===== src/rtl/atm_pkg.sv =====
// Shared encodings for the ATM host responder: opcodes, statuses, FSM states,
// the captured-request record and the constant account/PIN table.
package atm_pkg;

   typedef enum logic [2:0] {
      OP_LOGIN    = 3'd0,
      OP_LOGOUT   = 3'd1,
      OP_BALANCE  = 3'd2,
      OP_WITHDRAW = 3'd3,
      OP_TRANSFER = 3'd4
   } op_e;

   typedef enum logic [2:0] {
      ST_OK         = 3'd0,
      ST_BAD_CRED   = 3'd1,
      ST_LOCKED     = 3'd2,
      ST_NO_FUNDS   = 3'd3,
      ST_NO_SESSION = 3'd4,
      ST_BAD_DEST   = 3'd5,
      ST_OVERFLOW   = 3'd6,
      ST_BAD_OP     = 3'd7
   } status_e;

   typedef enum logic [1:0] {
      S_IDLE    = 2'd0,
      S_SEARCH  = 2'd1,
      S_EXEC    = 2'd2,
      S_RESPOND = 2'd3
   } state_e;

   typedef struct packed {
      logic [2:0]  op;
      logic [11:0] acc;
      logic [3:0]  pin;
      logic [11:0] dest;
      logic [10:0] amount;
   } req_t;

   localparam int          ACC_TABLE_SIZE = 10;
   localparam logic [15:0] INIT_BALANCE   = 16'd500;

   // Slots beyond the table exist in the balance store but can never match.
   function automatic logic acc_known(input int unsigned idx);
      return idx < ACC_TABLE_SIZE;
   endfunction

   function automatic logic [11:0] acc_number(input int unsigned idx);
      case (idx)
         0:       return 12'd2749;
         1:       return 12'd2175;
         2:       return 12'd2429;
         3:       return 12'd2125;
         4:       return 12'd2178;
         5:       return 12'd2647;
         6:       return 12'd2816;
         7:       return 12'd2910;
         8:       return 12'd2299;
         9:       return 12'd2689;
         default: return 12'd0;
      endcase
   endfunction

   // PIN of slot i is simply i.
   function automatic logic [3:0] acc_pin(input int unsigned idx);
      return 4'(idx);
   endfunction

endpackage


===== src/rtl/acc_scanner.sv =====
// Sequential account search: walks one slot per step and remembers the first
// slot whose account number equals the key.
module acc_scanner
   import atm_pkg::*;
#(
   parameter int NUM_ACC = 10,
   parameter int IDX_W   = 4
) (
   input  logic             clk,
   input  logic             rst,
   input  logic             start,
   input  logic             step,
   input  logic [11:0]      key,
   output logic             last,
   output logic             found,
   output logic [IDX_W-1:0] match_idx
);

   logic [IDX_W-1:0] idx;
   logic             hit;

   assign hit  = acc_known(32'(idx)) && (acc_number(32'(idx)) == key);
   assign last = (idx == IDX_W'(NUM_ACC - 1));

   always_ff @(posedge clk or posedge rst) begin
      if (rst) begin
         idx       <= '0;
         found     <= 1'b0;
         match_idx <= '0;
      end else if (start) begin
         idx       <= '0;
         found     <= 1'b0;
         match_idx <= '0;
      end else if (step) begin
         if (hit && !found) begin
            found     <= 1'b1;
            match_idx <= idx;
         end
         if (!last) idx <= idx + 1'b1;
      end
   end

endmodule


===== src/rtl/atm_host_responder.sv =====
// ATM host: accepts one terminal request at a time, looks up accounts by a
// full-length slot scan and answers with a status and the session balance.
module atm_host_responder
   import atm_pkg::*;
#(
   parameter int NUM_ACC        = 10,
   parameter int MAX_FAIL       = 3,
   parameter int TIMEOUT_CYCLES = 1000
) (
   input  logic        clk,
   input  logic        rst,
   input  logic        req_valid,
   output logic        req_ready,
   input  logic [2:0]  req_op,
   input  logic [11:0] req_acc,
   input  logic [3:0]  req_pin,
   input  logic [11:0] req_dest,
   input  logic [10:0] req_amount,
   output logic        rsp_valid,
   input  logic        rsp_ready,
   output logic [2:0]  rsp_status,
   output logic [15:0] rsp_balance,
   output logic        session_active
);

   localparam int IDX_W  = (NUM_ACC > 1) ? $clog2(NUM_ACC) : 1;
   localparam int FAIL_W = $clog2(MAX_FAIL + 1);
   localparam int IDLE_W = $clog2(TIMEOUT_CYCLES + 1);

   state_e            state;
   req_t              req_q;
   logic [15:0]       bal      [NUM_ACC];
   logic [FAIL_W-1:0] fail_cnt [NUM_ACC];
   logic [IDX_W-1:0]  sess_idx;
   logic [IDLE_W-1:0] idle_cnt;

   logic              accept;
   logic              is_scan_op;
   logic              scan_last;
   logic              scan_found;
   logic [IDX_W-1:0]  match_idx;
   logic [15:0]       src_bal;
   logic [15:0]       dst_bal;
   logic [15:0]       amt_ext;
   logic [16:0]       dst_sum;
   logic [15:0]       sess_bal;

   assign req_ready  = (state == S_IDLE);
   assign accept     = req_valid && req_ready;
   assign is_scan_op = (req_op == OP_LOGIN) || (req_op == OP_TRANSFER);

   acc_scanner #(
      .NUM_ACC (NUM_ACC),
      .IDX_W   (IDX_W)
   ) u_scanner (
      .clk       (clk),
      .rst       (rst),
      .start     (accept),
      .step      (state == S_SEARCH),
      .key       ((req_q.op == OP_LOGIN) ? req_q.acc : req_q.dest),
      .last      (scan_last),
      .found     (scan_found),
      .match_idx (match_idx)
   );

   // NOTE: every always_comb output is assigned on every path, so no latch can form.
   always_comb begin
      src_bal  = bal[sess_idx];
      dst_bal  = bal[match_idx];
      amt_ext  = {5'd0, req_q.amount};
      dst_sum  = {1'b0, dst_bal} + {1'b0, amt_ext};
      sess_bal = session_active ? src_bal : 16'd0;
   end

   always_ff @(posedge clk or posedge rst) begin
      if (rst) begin
         state          <= S_IDLE;
         req_q          <= '0;
         rsp_valid      <= 1'b0;
         rsp_status     <= ST_OK;
         rsp_balance    <= 16'd0;
         session_active <= 1'b0;
         sess_idx       <= '0;
         idle_cnt       <= '0;
         // NOTE: balances and fail counts are architectural state restored on reset, so this is flops, not RAM.
         for (int i = 0; i < NUM_ACC; i++) begin
            bal[i]      <= INIT_BALANCE;
            fail_cnt[i] <= '0;
         end
      end else begin
         case (state)
            S_IDLE: begin
               if (accept) begin
                  req_q    <= '{op: req_op, acc: req_acc, pin: req_pin,
                                dest: req_dest, amount: req_amount};
                  idle_cnt <= '0;
                  state    <= is_scan_op ? S_SEARCH : S_EXEC;
               end else if (session_active) begin
                  // The timeout drops the session silently; an accept in the same cycle wins above.
                  if (idle_cnt == IDLE_W'(TIMEOUT_CYCLES - 1)) begin
                     session_active <= 1'b0;
                     idle_cnt       <= '0;
                  end else begin
                     idle_cnt <= idle_cnt + 1'b1;
                  end
               end else begin
                  idle_cnt <= '0;
               end
            end

            S_SEARCH: begin
               if (scan_last) state <= S_EXEC;
            end

            S_EXEC: begin
               rsp_valid   <= 1'b1;
               rsp_status  <= ST_OK;
               rsp_balance <= sess_bal;
               state       <= S_RESPOND;
               case (op_e'(req_q.op))
                  OP_LOGIN: begin
                     if (!scan_found) begin
                        rsp_status <= ST_BAD_CRED;
                     end else if (fail_cnt[match_idx] >= FAIL_W'(MAX_FAIL)) begin
                        rsp_status <= ST_LOCKED;
                     end else if (req_q.pin != acc_pin(32'(match_idx))) begin
                        rsp_status <= ST_BAD_CRED;
                        if (fail_cnt[match_idx] != FAIL_W'(MAX_FAIL))
                           fail_cnt[match_idx] <= fail_cnt[match_idx] + 1'b1;
                     end else begin
                        fail_cnt[match_idx] <= '0;
                        session_active      <= 1'b1;
                        sess_idx            <= match_idx;
                        rsp_balance         <= dst_bal;
                     end
                  end

                  OP_LOGOUT: begin
                     session_active <= 1'b0;
                     rsp_balance    <= 16'd0;
                  end

                  OP_BALANCE: begin
                     if (!session_active) rsp_status <= ST_NO_SESSION;
                  end

                  OP_WITHDRAW: begin
                     if (!session_active) begin
                        rsp_status <= ST_NO_SESSION;
                     end else if (amt_ext > src_bal) begin
                        rsp_status <= ST_NO_FUNDS;
                     end else begin
                        bal[sess_idx] <= src_bal - amt_ext;
                        rsp_balance   <= src_bal - amt_ext;
                     end
                  end

                  OP_TRANSFER: begin
                     if (!session_active) begin
                        rsp_status <= ST_NO_SESSION;
                     end else if (!scan_found) begin
                        rsp_status <= ST_BAD_DEST;
                     end else if (amt_ext > src_bal) begin
                        rsp_status <= ST_NO_FUNDS;
                     end else if (match_idx == sess_idx) begin
                        rsp_status <= ST_OK;
                     end else if (dst_sum[16]) begin
                        rsp_status <= ST_OVERFLOW;
                     end else begin
                        bal[sess_idx]  <= src_bal - amt_ext;
                        bal[match_idx] <= dst_sum[15:0];
                        rsp_balance    <= src_bal - amt_ext;
                     end
                  end

                  default: rsp_status <= ST_BAD_OP;
               endcase
            end

            S_RESPOND: begin
               if (rsp_ready) begin
                  rsp_valid <= 1'b0;
                  state     <= S_IDLE;
               end
            end

            default: state <= S_IDLE;
         endcase
      end
   end

endmodule


===== config.mk =====
export PLATFORM = sky130hd
export DESIGN_NAME = atm_host_responder
export DESIGN_NICKNAME = d
export VERILOG_FILES = /design/src/rtl/atm_pkg.sv /design/src/rtl/acc_scanner.sv /design/src/rtl/atm_host_responder.sv
export SDC_FILE = /design/constraint.sdc
export NUM_CORES = 1
export LEC_CHECK = 0
export BUFFER_PORTS_ARGS = -buffer_cell sky130_fd_sc_hd__buf_2
export CORE_ASPECT_RATIO = 0.7
export CORE_UTILIZATION = 50
export CTS_BUF_LIST = sky130_fd_sc_hd__clkbuf_4
export CTS_CLUSTER_SIZE = 30
export DETAILED_ROUTE_END_ITERATION = 16
export PLACE_DENSITY = 0.74
export SLEW_MARGIN = 0
export SYNTH_ARGS = -nofsm -noshare
export SYNTH_HDL_FRONTEND = slang
export SYNTH_SLANG_ARGS = --single-unit

===== constraint.sdc =====
create_clock -name clk -period 9.8 [get_ports clk]
set_clock_uncertainty 0.1 [all_clocks]
set_input_delay 0.49 -clock clk [delete_from_list [all_inputs] [get_ports clk]]
set_output_delay 0.49 -clock clk [all_outputs]
set_load 0.005 [all_outputs]

==> results of run 1 <==
[area by class of cell]
class | count | share of cell area [%]
inverters | 48 | 0.972
flip-flops and latches | 268 | 35.1
clock inverters | 17 | 0.479
clock buffers | 105 | 4.08
repair buffers | 140 | 5.22
diodes | 1 | 0.0130
multi-input cells | 1180 | 51.1
well taps | 464 | 3.01
[state kept, by name (all words and copies together), names as in the netlist]
| name | count |
|---|---|
| u_scanner.match_idx | 4 |
| amt_ext | 11 |
| u_scanner.found | 1 |
| session_active | 1 |
| req_q | 31 |
| idle_cnt | 10 |
| state | 2 |
| fail_cnt | 20 |
| u_scanner.idx | 4 |
| rsp_status | 3 |
| rsp_balance | 16 |
| rsp_valid | 1 |
| bal | 160 |
| sess_idx | 4 |
[worst max-delay path: stages, from the launching register on]
cell and delay, ps:
dfrtp_2 930, buf_4 450, mux4_2 350, mux2i_1 330, o21ai_0 210, ha_1 450, a21o_1 180, nand3_1 100
a32o_1 350, o211ai_1 530, or3_4 260, o211a_1 220, o221a_4 700, buf_4 650, o21ai_2 330, a22o_1 330
[placed cells by master (no fill, tap or decap), drive strengths merged, types with 20 or more instances in the layout]
cell type,count
a21oi,49
a22o,22
a22oi,38
a2bb2oi,120
buf,95
clkbuf,105
dfrtp,208
dfstp,60
dlygate4sd3,45
ha,37
inv,49
mux2,70
mux2i,77
mux4,59
nand2,105
nand3,30
nor2,85
nor3,20
o21ai,76
o22ai,161
xnor2,29
xor2,21
[per-stage QoR]
stage	area (um2)	std cells
finish	19300	2223
floorplan	17500	1632
global route	19300	2223
detailed placement	18000	2055
CTS	19300	2222
global placement	18000	2055
[path summary, 6_finish.rpt]
| kind | start | to | slack, ps | depth (start not counted) |
|---|---|---|---|---|
| max | sess_idx[1]$_DFFE_PP0P_ | bal[122]$_DFFE_PP0P_ | 3170 | 15 |
| min | rst | req_q[17]$_DFFE_PP0P_ | 280 | 3 |
| max reg2reg | sess_idx[1]$_DFFE_PP0P_ | bal[122]$_DFFE_PP0P_ | 3170 | 15 |
| min reg2reg | idle_cnt[9]$_DFFE_PP0P_ | idle_cnt[9]$_DFFE_PP0P_ | 390 | 1 |
| max in group asynchronous | rst | bal[28]$_DFFE_PP0P_ | 7740 | 4 |
| min in group clk | req_amount[6] | amt_ext[6]$_DFFE_PP0P_ | 370 | 4 |
[routing by layer]
metal	global-route usage [%]	up-vias
met1	48.2	7701
met4	11.8	0
met3	11.6	190
met5	0	-
li1	-	6489
met2	46.0	1220
[kinds of logic after synthesis]
| group | after synthesis | share of synthesized area [%] |
|---|---|---|
| AND/OR/NAND/NOR | 316 | 8.47 |
| flip-flops | 268 | 38.8 |
| adder cells (fa/ha/maj) | 39 | 2.88 |
| multiplexers | 206 | 16.6 |
| XOR/XNOR | 50 | 2.50 |
| AO/OA/AOI/OAI | 569 | 25.8 |
| buffers and inverters | 184 | 4.99 |
[where the power goes]
group	internal, mW	switching (mW)	total (mW)
combinational	1.15	2.32	3.47
sequential	1.37	0.249	1.62
clock	0.515	0.516	1.03
[timing repair]
| action | 4_1_cts | 5_1_grt |
|---|---|---|
| hold buffers | 45 | 0 |
| buffers inserted | 0 | 0 |
| endpoints found under the hold margin | 93 | 0 |
==> tab_implementation.tex, run 1 <==
\begin{tabular}{lr}
\hline
Metric & Value \\
\hline
\multicolumn{2}{l}{\textbf{Status}} \\
\quad Outcome & finished, final reports clean \\
\multicolumn{2}{l}{\textbf{CTS}} \\
\quad CTS tree & done \\
\quad Root Buffer & clkbuf\_4 \\
\quad Clock Latency Late Sink & 790 ps \\
\quad Clock net sink count & 268 \\
\quad Number of buffers added by the clock tree synthesis step & 70 \\
\quad Buffer depth of the longest clock path & 3 \\
\quad H-tree levels & 3 \\
\quad Number of gates resized after CTS & 0 \\
\quad Post-CTS clock slew at the launch and capture registers of the worst setup and hold paths & 90 ps \\
\multicolumn{2}{l}{\textbf{Detailed routing}} \\
\quad Routed length per placed instance & 26.4 um \\
\quad Routed wire length on met3 & between 8000 and 9000 um \\
\quad Detailed-routing iteration count for the pre-antenna-repair pass & 6 \\
\quad Number of vias per cell after detailed routing & 7.02 \\
\quad Total length of routed wires & 58700 um \\
\quad DRC violation total after the first TritonRoute iteration & $\sim$2500 \\
\quad Detailed-route DRC error count & 0 \\
\quad Met2 wire length & 24000 um \\
\quad Count of nets left with antenna violations after detail routing & 0 \\
\quad Vias & 15600 \\
\quad M1 WL & 24500 um \\
\quad Max Used Layer & met4 \\
\multicolumn{2}{l}{\textbf{GRT}} \\
\quad Residual overflow from global routing & 0 \\
\quad Total Routing Usage GR & around a third \\
\quad Global-route wire length before repair & about 90000 um \\
\quad Pin count of the biggest net entering global routing & 171 \\
\quad Via count of the first global-routing pass & about 15000 \\
\quad Initial antenna violation count & 1 \\
\multicolumn{2}{l}{\textbf{Die}} \\
\quad Area of the core region & 34000 um2 \\
\quad Count of boundary I/O pins & 68 \\
\quad Number of standard-cell rows in the floorplan & 56 \\
\quad Initial Util & 51.5\% \\
\quad DIE WIDTH & 226 um \\
\quad Area enclosed by the die boundary & 35800 um2 \\
\quad Die Ht & 158 um \\
\multicolumn{2}{l}{\textbf{Power}} \\
\quad Final Total Pwr & 6.12 mW \\
\quad Pwr per Cell Area & 317 nW/um2 \\
\quad Leakage power summed over all cells & 7.72 nW \\
\quad VDD IR-drop max & $\sim$280 uV \\
\multicolumn{2}{l}{\textbf{STA}} \\
\quad Min Tclk post-route & roughly 6600 ps \\
\quad Final critical-path setup slack & 3170 ps \\
\quad Final Slew Violations & 0 \\
\quad Final Hold Violating Endpoints & 0 \\
\quad Tcrit/Tclk final & 67.7\% \\
\quad Hold WS & 279 ps \\
\quad RSZ-0062 raised after global routing & no \\
\quad Worst Max-Slew Pin Slew & 1400 ps \\
\quad Setup violators final & 0 \\
\quad Achievable Freq & 151 MHz \\
\quad Relative max-transition margin & 5.77\% \\
\quad Setup TNS & 0 ps \\
\multicolumn{2}{l}{\textbf{Run}} \\
\quad Maximum Capacitance Violations & 0 \\
\multicolumn{2}{l}{\textbf{Synthesis}} \\
\quad Cell area after synthesis & 17500 um2 \\
\quad Largest area contributor in the synthesized netlist & dfrtp\_1 \\
\quad Leading post-synthesis cells by cell area & dfrtp\_1 30\%, dfstp\_2 9.0\%, mux4\_2 7.3\% \\
\quad Post-synthesis net count & 1717 \\
\quad Synthesized netlist cell count & 1632 \\
\quad Sequential element share of the synthesized area & between 30\% and 40\% \\
\quad EDFF count, synth & 0 \\
\quad Share of the synthesized area in the top cell type & 29.8\% \\
\quad Cell types with the highest counts after synthesis & 208 x dfrtp\_1, 161 x o22ai\_1, 105 x nand2\_1 \\
\quad Avg Synthesized Cell Area & about 11 um2 \\
\quad Yosys warning total & 0 \\
\quad Number of storage elements in the synthesis netlist & approximately 270 \\
\quad Share of synthesized flip-flops with an asynchronous set or reset & 100\% \\
\quad Synth Flop Type & dfrtp\_1 \\
\quad Leading cell type by number of instances after synthesis & dfrtp\_1 \\
\quad Yosys cell types & about 80 \\
\multicolumn{2}{l}{\textbf{Cells and area}} \\
\quad Core utilization of the finished layout & between 50\% and 60\% \\
\quad Sequential cell area & slightly below 7000 um2 \\
\quad Final-layout fill cell count & 2840 \\
\quad Layout Nets & 1793 \\
\quad Area of the multi-input gates & between 9000 and 10000 um2 \\
\quad Layout cell share with drive strength beyond 1 & 27.5\% \\
\quad Growth of design area from synthesis to finish & 10.4\% \\
\multicolumn{2}{l}{\textbf{Critical path}} \\
\quad Type of element launching the critical path & flip-flop \\
\quad Data arrival at the endpoint of the critical path & 7200 ps \\
\quad CP Class & reg -> reg \\
\quad Worst Path Required & 10370 ps \\
\quad Largest fanout on the critical path & 48 \\
\quad Crit path capture type & flip-flop \\
\multicolumn{2}{l}{\textbf{Placed design}} \\
\quad DP Worst Slack & 3550 ps \\
\quad RePlAce Congestion & 1.04 \\
\quad Buffers added on ports & 67 \\
\quad Hpwl dp & 38800 um \\
\multicolumn{2}{l}{\textbf{Worst hold path}} \\
\quad Min-Delay Path Class & in -> async \\
\hline
\end{tabular}
Power figures use the tool's default switching activity.
==> inputs of run 2 (changes only) <==
==> constraint.sdc (replaced) <==
create_clock -name clk -period 6.85 [get_ports clk]
set_clock_uncertainty 0.1 [all_clocks]
set_input_delay 0.3425 -clock clk [delete_from_list [all_inputs] [get_ports clk]]
set_output_delay 0.3425 -clock clk [all_outputs]
set_load 0.005 [all_outputs]
==> tab_implementation.tex, run 2 (synthesis results as in run 1) <==
\begin{tabular}{lr}
\hline
Metric & Value \\
\hline
\multicolumn{2}{l}{\textbf{Die}} \\
\quad Area of the core region & 34000 um2 (unchanged) \\
\quad DIE WIDTH & 226 um (unchanged) \\
\quad Count of boundary I/O pins & 68 (unchanged) \\
\quad Area enclosed by the die boundary & 35800 um2 (unchanged) \\
\quad Die Ht & 158 um (unchanged) \\
\quad Initial Util & 51.5\% (unchanged) \\
\quad Number of standard-cell rows in the floorplan & 56 (unchanged) \\
\multicolumn{2}{l}{\textbf{CTS}} \\
\quad Post-CTS Hold Buffers & 45 (unchanged) \\
\quad Post-CTS Setup Inserts & 0 (unchanged) \\
\quad Number of buffers added by the clock tree synthesis step & 68 (-2.9\%) \\
\quad Number of gates resized after CTS & 0 (unchanged) \\
\quad Root Buffer & clkbuf\_4 \\
\quad Buffer depth of the longest clock path & 3 (unchanged) \\
\quad Post-CTS clock slew at the launch and capture registers of the worst setup and hold paths & 80 ps (about the same) \\
\quad Clock Latency Late Sink & 810 ps (+20 ps) \\
\quad H-tree levels & 3 (unchanged) \\
\quad Clock net sink count & 268 (unchanged) \\
\quad CTS tree & done \\
\multicolumn{2}{l}{\textbf{Run}} \\
\quad Maximum Capacitance Violations & 0 (unchanged) \\
\multicolumn{2}{l}{\textbf{GRT}} \\
\quad Total Routing Usage GR & 32.7\% (-0.74 points) \\
\quad Pin count of the biggest net entering global routing & 170 (-0.58\%) \\
\quad Initial antenna violation count & 2 (+1) \\
\quad Global-route wire length before repair & 88400 um (-2.3\%) \\
\quad Via count of the first global-routing pass & 14800 (-0.98\%) \\
\quad Residual overflow from global routing & 0 (unchanged) \\
\multicolumn{2}{l}{\textbf{Power}} \\
\quad VDD IR-drop max & 441 uV (+56\%) \\
\quad Pwr per Cell Area & 452 nW/um2 (+42\%) \\
\quad Leakage power summed over all cells & 7.78 nW (+0.84\%) \\
\quad Final Total Pwr & 8.78 mW (+43\%) \\
\multicolumn{2}{l}{\textbf{Cells and area}} \\
\quad Most common cell after layout, fill and taps aside & dfrtp\_1 \\
\quad Top Registers & bal: 160 flops, req\_q: 31 flops, fail\_cnt: 20 flops \\
\quad Final-layout fill cell count & 2839 (-0.035\%) \\
\quad Max reg flops & 160 (unchanged) \\
\quad Final Instance Area & 19400 um2 (+0.67\%) \\
\quad Top library cells by usage in the layout, fill and taps aside & 204 x dfrtp\_1, 161 x o22ai\_1, 105 x nand2\_1, 103 x clkbuf\_4, 83 x nor2\_1 \\
\quad Layout cell share with drive strength beyond 1 & 27.9\% (+0.43 points) \\
\quad Layout Nets & 1801 (+0.45\%) \\
\quad Core utilization of the finished layout & 57.2\% (+0.38 points) \\
\quad Growth of design area from synthesis to finish & 11.2\% \\
\quad Post-route insts no fill & 2233 (+0.45\%) \\
\quad Register with the most flip-flops & bal \\
\multicolumn{2}{l}{\textbf{STA}} \\
\quad RSZ-0062 raised after global routing & no \\
\quad Hold WS & 96.4 ps (-182 ps) \\
\quad Setup TNS & 0 ps (unchanged) \\
\quad Min Tclk post-route & 6030 ps (-608 ps) \\
\quad Tcrit/Tclk final & 88.0\% (+20 points) \\
\quad Relative max-transition margin & 3.38\% (-2.4 points) \\
\quad Achievable Freq & 166 MHz (+10\%) \\
\quad Setup violators final & 0 (unchanged) \\
\quad Final Slew Violations & 0 (unchanged) \\
\quad Final Hold Violating Endpoints & 0 (unchanged) \\
\quad Final critical-path setup slack & 825 ps (-2340 ps) \\
\quad Worst Max-Slew Pin Slew & 1440 ps (+35.6 ps) \\
\multicolumn{2}{l}{\textbf{Critical path}} \\
\quad Type of element launching the critical path & flip-flop \\
\quad Largest fanout on the critical path & 30 (-38\%) \\
\quad CP Class & reg -> reg \\
\quad Crit path capture type & flip-flop \\
\quad Data arrival at the endpoint of the critical path & 6540 ps (-660 ps) \\
\quad Worst Path Required & 7370 ps (-3000 ps) \\
\multicolumn{2}{l}{\textbf{Detailed routing}} \\
\quad Total length of routed wires & 57100 um (-2.7\%) \\
\quad Detailed-route DRC error count & 0 (unchanged) \\
\quad Detailed-routing iteration count for the pre-antenna-repair pass & 6 (unchanged) \\
\quad Vias & 15400 (-1.2\%) \\
\quad Number of vias per cell after detailed routing & 6.91 (-1.6\%) \\
\quad DRC violation total after the first TritonRoute iteration & 2071 (-17\%) \\
\quad Count of nets left with antenna violations after detail routing & 0 (unchanged) \\
\quad Routed length per placed instance & 25.6 um (-3.2\%) \\
\multicolumn{2}{l}{\textbf{Placed design}} \\
\quad DP Worst Slack & 1030 ps (-2520 ps) \\
\quad Total cell area at the placement stage & 18100 um2 (+0.47\%) \\
\quad RePlAce Congestion & 0.998 (-4.0\%) \\
\quad Hpwl dp & 38200 um (-1.3\%) \\
\quad Buffers added on ports & 67 (unchanged) \\
\quad Placed Cells & 2065 (+0.49\%) \\
\multicolumn{2}{l}{\textbf{Worst hold path}} \\
\quad Min-Delay Path Class & in -> async \\
\multicolumn{2}{l}{\textbf{Status}} \\
\quad Outcome & finished, final reports clean \\
\hline
\end{tabular}
[run 2: routing by layer]
metal	part of all wire, %	vias to the layer above	track usage [%]
li1	-	6512	-
met1	42	7656	47.2
met2	42	1116	45.6
met3	14	135	11.2
met4	2.3	0	10.4
met5	0	-	0
[run 2: critical path: stages (launching register included)]
cell and delay [ps]:
dfrtp_2 870, mux4_2 600, mux2i_1 140, nor2_1 50
a221oi_1 510, ha_1 260, inv_1 60, fa_1 460
a21o_1 200, nand3_1 120, a32o_1 300, o211ai_1 310
or3_4 440, o211a_1 170, o221ai_2 160, buf_4 420
a21oi_2 150, buf_4 320, a2bb2oi_1 170
[run 2: area by class of cell]
class | count | area [um2] | share of cell area [%]
tap | 464 | 581 | 2.99
clock buffer | 103 | 773 | 3.98
timing repair buffer | 150 | 1100 | 5.64
inverter | 48 | 184 | 0.946
antenna | 2 | 5.00 | 0.0257
sequential | 268 | 6790 | 34.9
multi-input combinational | 1180 | 9870 | 50.7
clock inverter | 18 | 150 | 0.772
[run 2: power by group]
| group | switching (mW) | internal [mW] | leakage (nW) |
|---|---|---|---|
| clock | 0.735 | 0.800 | 0.552 |
| sequential | 0.336 | 1.96 | 3.36 |
| combinational | 3.31 | 1.64 | 3.87 |
[run 2: final timing paths]
path / start / to / slack [ps] / cells after the start
setup / recovery: sess_idx[0]$_DFFE_PP0P_ / bal[93]$_DFFE_PP0P_ / 820 / 18
max in group asynchronous: rst / fail_cnt[18]$_DFFE_PP0P_ / 5170 / 4
setup reg to reg: sess_idx[0]$_DFFE_PP0P_ / bal[93]$_DFFE_PP0P_ / 820 / 18
min in group clk: req_acc[7] / req_q[34]$_DFFE_PP0P_ / 240 / 3
hold / removal: rst / rsp_balance[6]$_DFFE_PP0P_ / 100 / 3
hold reg to reg: bal[104]$_DFFE_PP1P_ / bal[104]$_DFFE_PP1P_ / 400 / 1
==> inputs of run 3 (changes only) <==
--- a/config.mk
+++ b/config.mk
@@ -7,6 +7,7 @@
 export LEC_CHECK = 0
 export BUFFER_PORTS_ARGS = -buffer_cell sky130_fd_sc_hd__buf_2
 export CORE_ASPECT_RATIO = 0.7
+export CORE_MARGIN = 2
 export CORE_UTILIZATION = 50
 export CTS_BUF_LIST = sky130_fd_sc_hd__clkbuf_4
 export CTS_CLUSTER_SIZE = 30
==> constraint.sdc (replaced) <==
create_clock -name clk -period 5.6 [get_ports clk]
set_clock_uncertainty 0.1 [all_clocks]
set_input_delay 0.28 -clock clk [delete_from_list [all_inputs] [get_ports clk]]
set_output_delay 0.28 -clock clk [all_outputs]
set_load 0.005 [all_outputs]
==> tab_implementation.tex, run 3 (synthesis results as in run 1) <==
\begin{tabular}{lr}
\hline
Metric & Value \\
\hline
\multicolumn{2}{l}{\textbf{Detailed routing}} \\
\quad Max Used Layer & met5 \\
\quad DRC violation total after the first TritonRoute iteration & 2163 (+4.4\%) \\
\quad Count of nets left with antenna violations after detail routing & 0 (unchanged) \\
\quad Met2 wire length & 24100 um (+1.1\%) \\
\quad Routed wire length on met3 & 7970 um (-2.1\%) \\
\quad Detailed-routing iteration count for the pre-antenna-repair pass & 5 (-1) \\
\quad Vias & 15600 (+1.2\%) \\
\quad Number of vias per cell after detailed routing & 6.90 (-0.14\%) \\
\quad M1 WL & 24100 um (+1.4\%) \\
\quad Total length of routed wires & 57600 um (+0.95\%) \\
\quad Routed length per placed instance & 25.5 um (-0.34\%) \\
\quad Detailed-route DRC error count & 0 (unchanged) \\
\multicolumn{2}{l}{\textbf{Critical path}} \\
\quad Count of cells along the worst register-to-register path & 19 (+1) \\
\quad Type of element launching the critical path & flip-flop \\
\quad FF-to-FF Start & sess\_idx[0]\$\_DFFE\_PP0P\_ \\
\quad CP Class & reg -> reg \\
\quad Worst reg2reg setup slack & 220 ps (-600 ps) \\
\quad Critical R2R Capture & bal[74]\$\_DFFE\_PP0P\_ \\
\quad Data arrival at the endpoint of the critical path & 5940 ps (-600 ps) \\
\quad Crit path capture type & flip-flop \\
\quad Worst Path Required & 6160 ps (-1210 ps) \\
\quad Largest fanout on the critical path & 19 (-37\%) \\
\multicolumn{2}{l}{\textbf{Die}} \\
\quad Area of the core region & 34600 um2 (+1.8\%) \\
\quad DIE WIDTH & 228 um (+0.89\%) \\
\quad Number of standard-cell rows in the floorplan & 57 (+1.8\%) \\
\quad Area enclosed by the die boundary & 36500 um2 (+2.2\%) \\
\quad Count of boundary I/O pins & 68 (unchanged) \\
\quad Die Ht & 160 um (+1.3\%) \\
\quad Initial Util & 50.6\% (-0.90 points) \\
\multicolumn{2}{l}{\textbf{Placed design}} \\
\quad Hpwl dp & 39700 um (+3.9\%) \\
\quad RePlAce Congestion & 0.958 (-4.0\%) \\
\quad Buffers added on ports & 67 (unchanged) \\
\quad DP Worst Slack & 360 ps (-671 ps) \\
\multicolumn{2}{l}{\textbf{Power}} \\
\quad Leakage power summed over all cells & 7.91 nW (+1.6\%) \\
\quad Clock group share of total power & 16.7\% (-0.8 points) \\
\quad Part of the total power dissipated in sequential elements & 25.5\% (-0.7 points) \\
\quad Portion of total power attributed to combinational logic & 57.8\% (+1.5 points) \\
\quad VDD IR-drop max & 475 uV (+7.7\%) \\
\quad Sw power & 5.39 mW (+23\%) \\
\quad Switching Fraction & 49.0\% (-0.88 points) \\
\quad Pwr per Cell Area & 559 nW/um2 (+24\%) \\
\quad Final Total Pwr & 11.0 mW (+25\%) \\
\quad Cell-internal power & 5.60 mW (+27\%) \\
\multicolumn{2}{l}{\textbf{Status}} \\
\quad Outcome & finished, final reports clean \\
\multicolumn{2}{l}{\textbf{Cells and area}} \\
\quad Max reg flops & 160 (unchanged) \\
\quad Final-layout fill cell count & 2922 (+2.9\%) \\
\quad Top Registers & bal: 160 flops, req\_q: 31 flops, fail\_cnt: 20 flops \\
\quad Register with the most flip-flops & bal \\
\quad Top library cells by usage in the layout, fill and taps aside & 204 x dfrtp\_1, 161 x o22ai\_1, 108 x clkbuf\_4, 105 x nand2\_1, 83 x nor2\_1 \\
\quad Sequential cell area & 6790 um2 (unchanged) \\
\quad Layout cell share with drive strength beyond 1 & 29.1\% (+1.2 points) \\
\quad Growth of design area from synthesis to finish & 12.4\% \\
\quad Area of the multi-input gates & 9880 um2 (+0.10\%) \\
\quad Layout Nets & 1827 (+1.4\%) \\
\quad Most common cell after layout, fill and taps aside & dfrtp\_1 \\
\multicolumn{2}{l}{\textbf{GRT}} \\
\quad Residual overflow from global routing & 0 (unchanged) \\
\quad Global-route wire length before repair & 90200 um (+2.0\%) \\
\quad Via count of the first global-routing pass & 15300 (+3.5\%) \\
\quad Pin count of the biggest net entering global routing & 161 (-5.3\%) \\
\quad Initial antenna violation count & 1 (-1) \\
\quad Total Routing Usage GR & 32.0\% (-0.66 points) \\
\multicolumn{2}{l}{\textbf{STA}} \\
\quad Setup violators final & 0 (unchanged) \\
\quad Hold WS & 135 ps (+38.3 ps) \\
\quad Final critical-path setup slack & 224 ps (-601 ps) \\
\quad Min Tclk post-route & 5380 ps (-649 ps) \\
\quad Worst Max-Slew Pin Slew & 1220 ps (-215 ps) \\
\quad Final Slew Violations & 0 (unchanged) \\
\quad Final Hold Violating Endpoints & 0 (unchanged) \\
\quad Achievable Freq & 186 MHz (+12\%) \\
\quad Tcrit/Tclk final & 96.0\% (+8.0 points) \\
\quad Relative max-transition margin & 18.1\% (+15 points) \\
\quad RSZ-0062 raised after global routing & no \\
\quad Setup TNS & 0 ps (unchanged) \\
\multicolumn{2}{l}{\textbf{CTS}} \\
\quad Number of buffers added by the clock tree synthesis step & 69 (+1.5\%) \\
\quad Root Buffer & clkbuf\_4 \\
\quad Clock Latency Late Sink & 810 ps (about the same) \\
\quad Clock net sink count & 268 (unchanged) \\
\quad Buffer depth of the longest clock path & 3 (unchanged) \\
\quad Post-CTS clock slew at the launch and capture registers of the worst setup and hold paths & 80 ps (about the same) \\
\quad H-tree levels & 3 (unchanged) \\
\quad Post-CTS Setup Inserts & 0 (unchanged) \\
\quad CTS tree & done \\
\multicolumn{2}{l}{\textbf{Worst hold path}} \\
\quad Min-Delay Path Class & in -> async \\
\multicolumn{2}{l}{\textbf{Run}} \\
\quad Maximum Capacitance Violations & 0 (unchanged) \\
\hline
\end{tabular}
==> run 3: how the worst max path moves through the flow <==
stage                                       start             endpoint  slack, ps  depth (start not counted)
after CTS                 sess_idx[0]$_DFFE_PP0P_  bal[61]$_DFFE_PP0P_        280                         15
final                     sess_idx[0]$_DFFE_PP0P_  bal[74]$_DFFE_PP0P_        220                         19
after global placement    sess_idx[0]$_DFFE_PP0P_  bal[74]$_DFFE_PP0P_        540                         19
after detailed placement  sess_idx[0]$_DFFE_PP0P_  bal[63]$_DFFE_PP0P_        360                         15
after global routing      sess_idx[0]$_DFFE_PP0P_  bal[73]$_DFFE_PP0P_         70                         19
after floorplan           sess_idx[1]$_DFFE_PP0P_  bal[43]$_DFFE_PP0P_        620                         21
==> run 3: repair_timing <==
item | CTS | global route
setup endpoints to repair | 0 | 10
gates resized for setup | 0 | 2
hold buffers | 45 | 0
endpoints found under the hold margin | 253 | 0
==> run 3: critical path, cell delays in order, from the launching register on <==
cell and delay [ps]:
dfrtp_2 490, mux4_2 520, mux2i_1 170, nor2_1 60, a221oi_1 310, buf_4 200
ha_1 140, inv_1 50, fa_1 470, a21o_1 220, nand3_1 110, a32o_1 330
o211ai_1 310, or3_4 430, o211a_1 190, o221ai_2 160, buf_4 320, a21oi_2 140
buf_4 280, o22a_1 210
==> run 3: layout make-up <==
type                            count  share of cell area (%)
Multi-Input combinational cell   1180                    50.2
Clock buffer                      108                    4.12
Tap cell                          472                    3.00
Sequential cell                   268                    34.5
Timing Repair Buffer              175                    6.72
Inverter                           48                   0.935
Clock inverter                      9                   0.445
Antenna cell                        2                  0.0255
==> run 3: per-layer routing <==
| layer | GRT usage [%] | vias up |
|---|---|---|
| met5 | 0 | - |
| met4 | 9.27 | 2 |
| met3 | 11.1 | 151 |
| met2 | 43.9 | 1119 |
| met1 | 47.6 | 7784 |
| li1 | - | 6541 |
==> run 3: through the flow <==
stage,util (%),area [um2],cells
3_3_place_gp,52.9,18300,2098
6_report,56.8,19700,2262
4_1_cts,56.8,19600,2260
3_5_place_dp,52.9,18300,2098
5_1_grt,56.8,19700,2261
2_1_floorplan,-,17500,1632
==> run 3: power by group through the flow <==
stage | registers (mW) | clock network [mW] | logic [mW]
CTS | 2.78 | 1.85 | 6.09
global placement | 2.78 | 0 | 5.92
detailed placement | 2.81 | 0 | 6.04
finish | 2.80 | 1.84 | 6.35
floorplan | 2.66 | 0 | 4.15
global route | 2.84 | 1.95 | 6.66
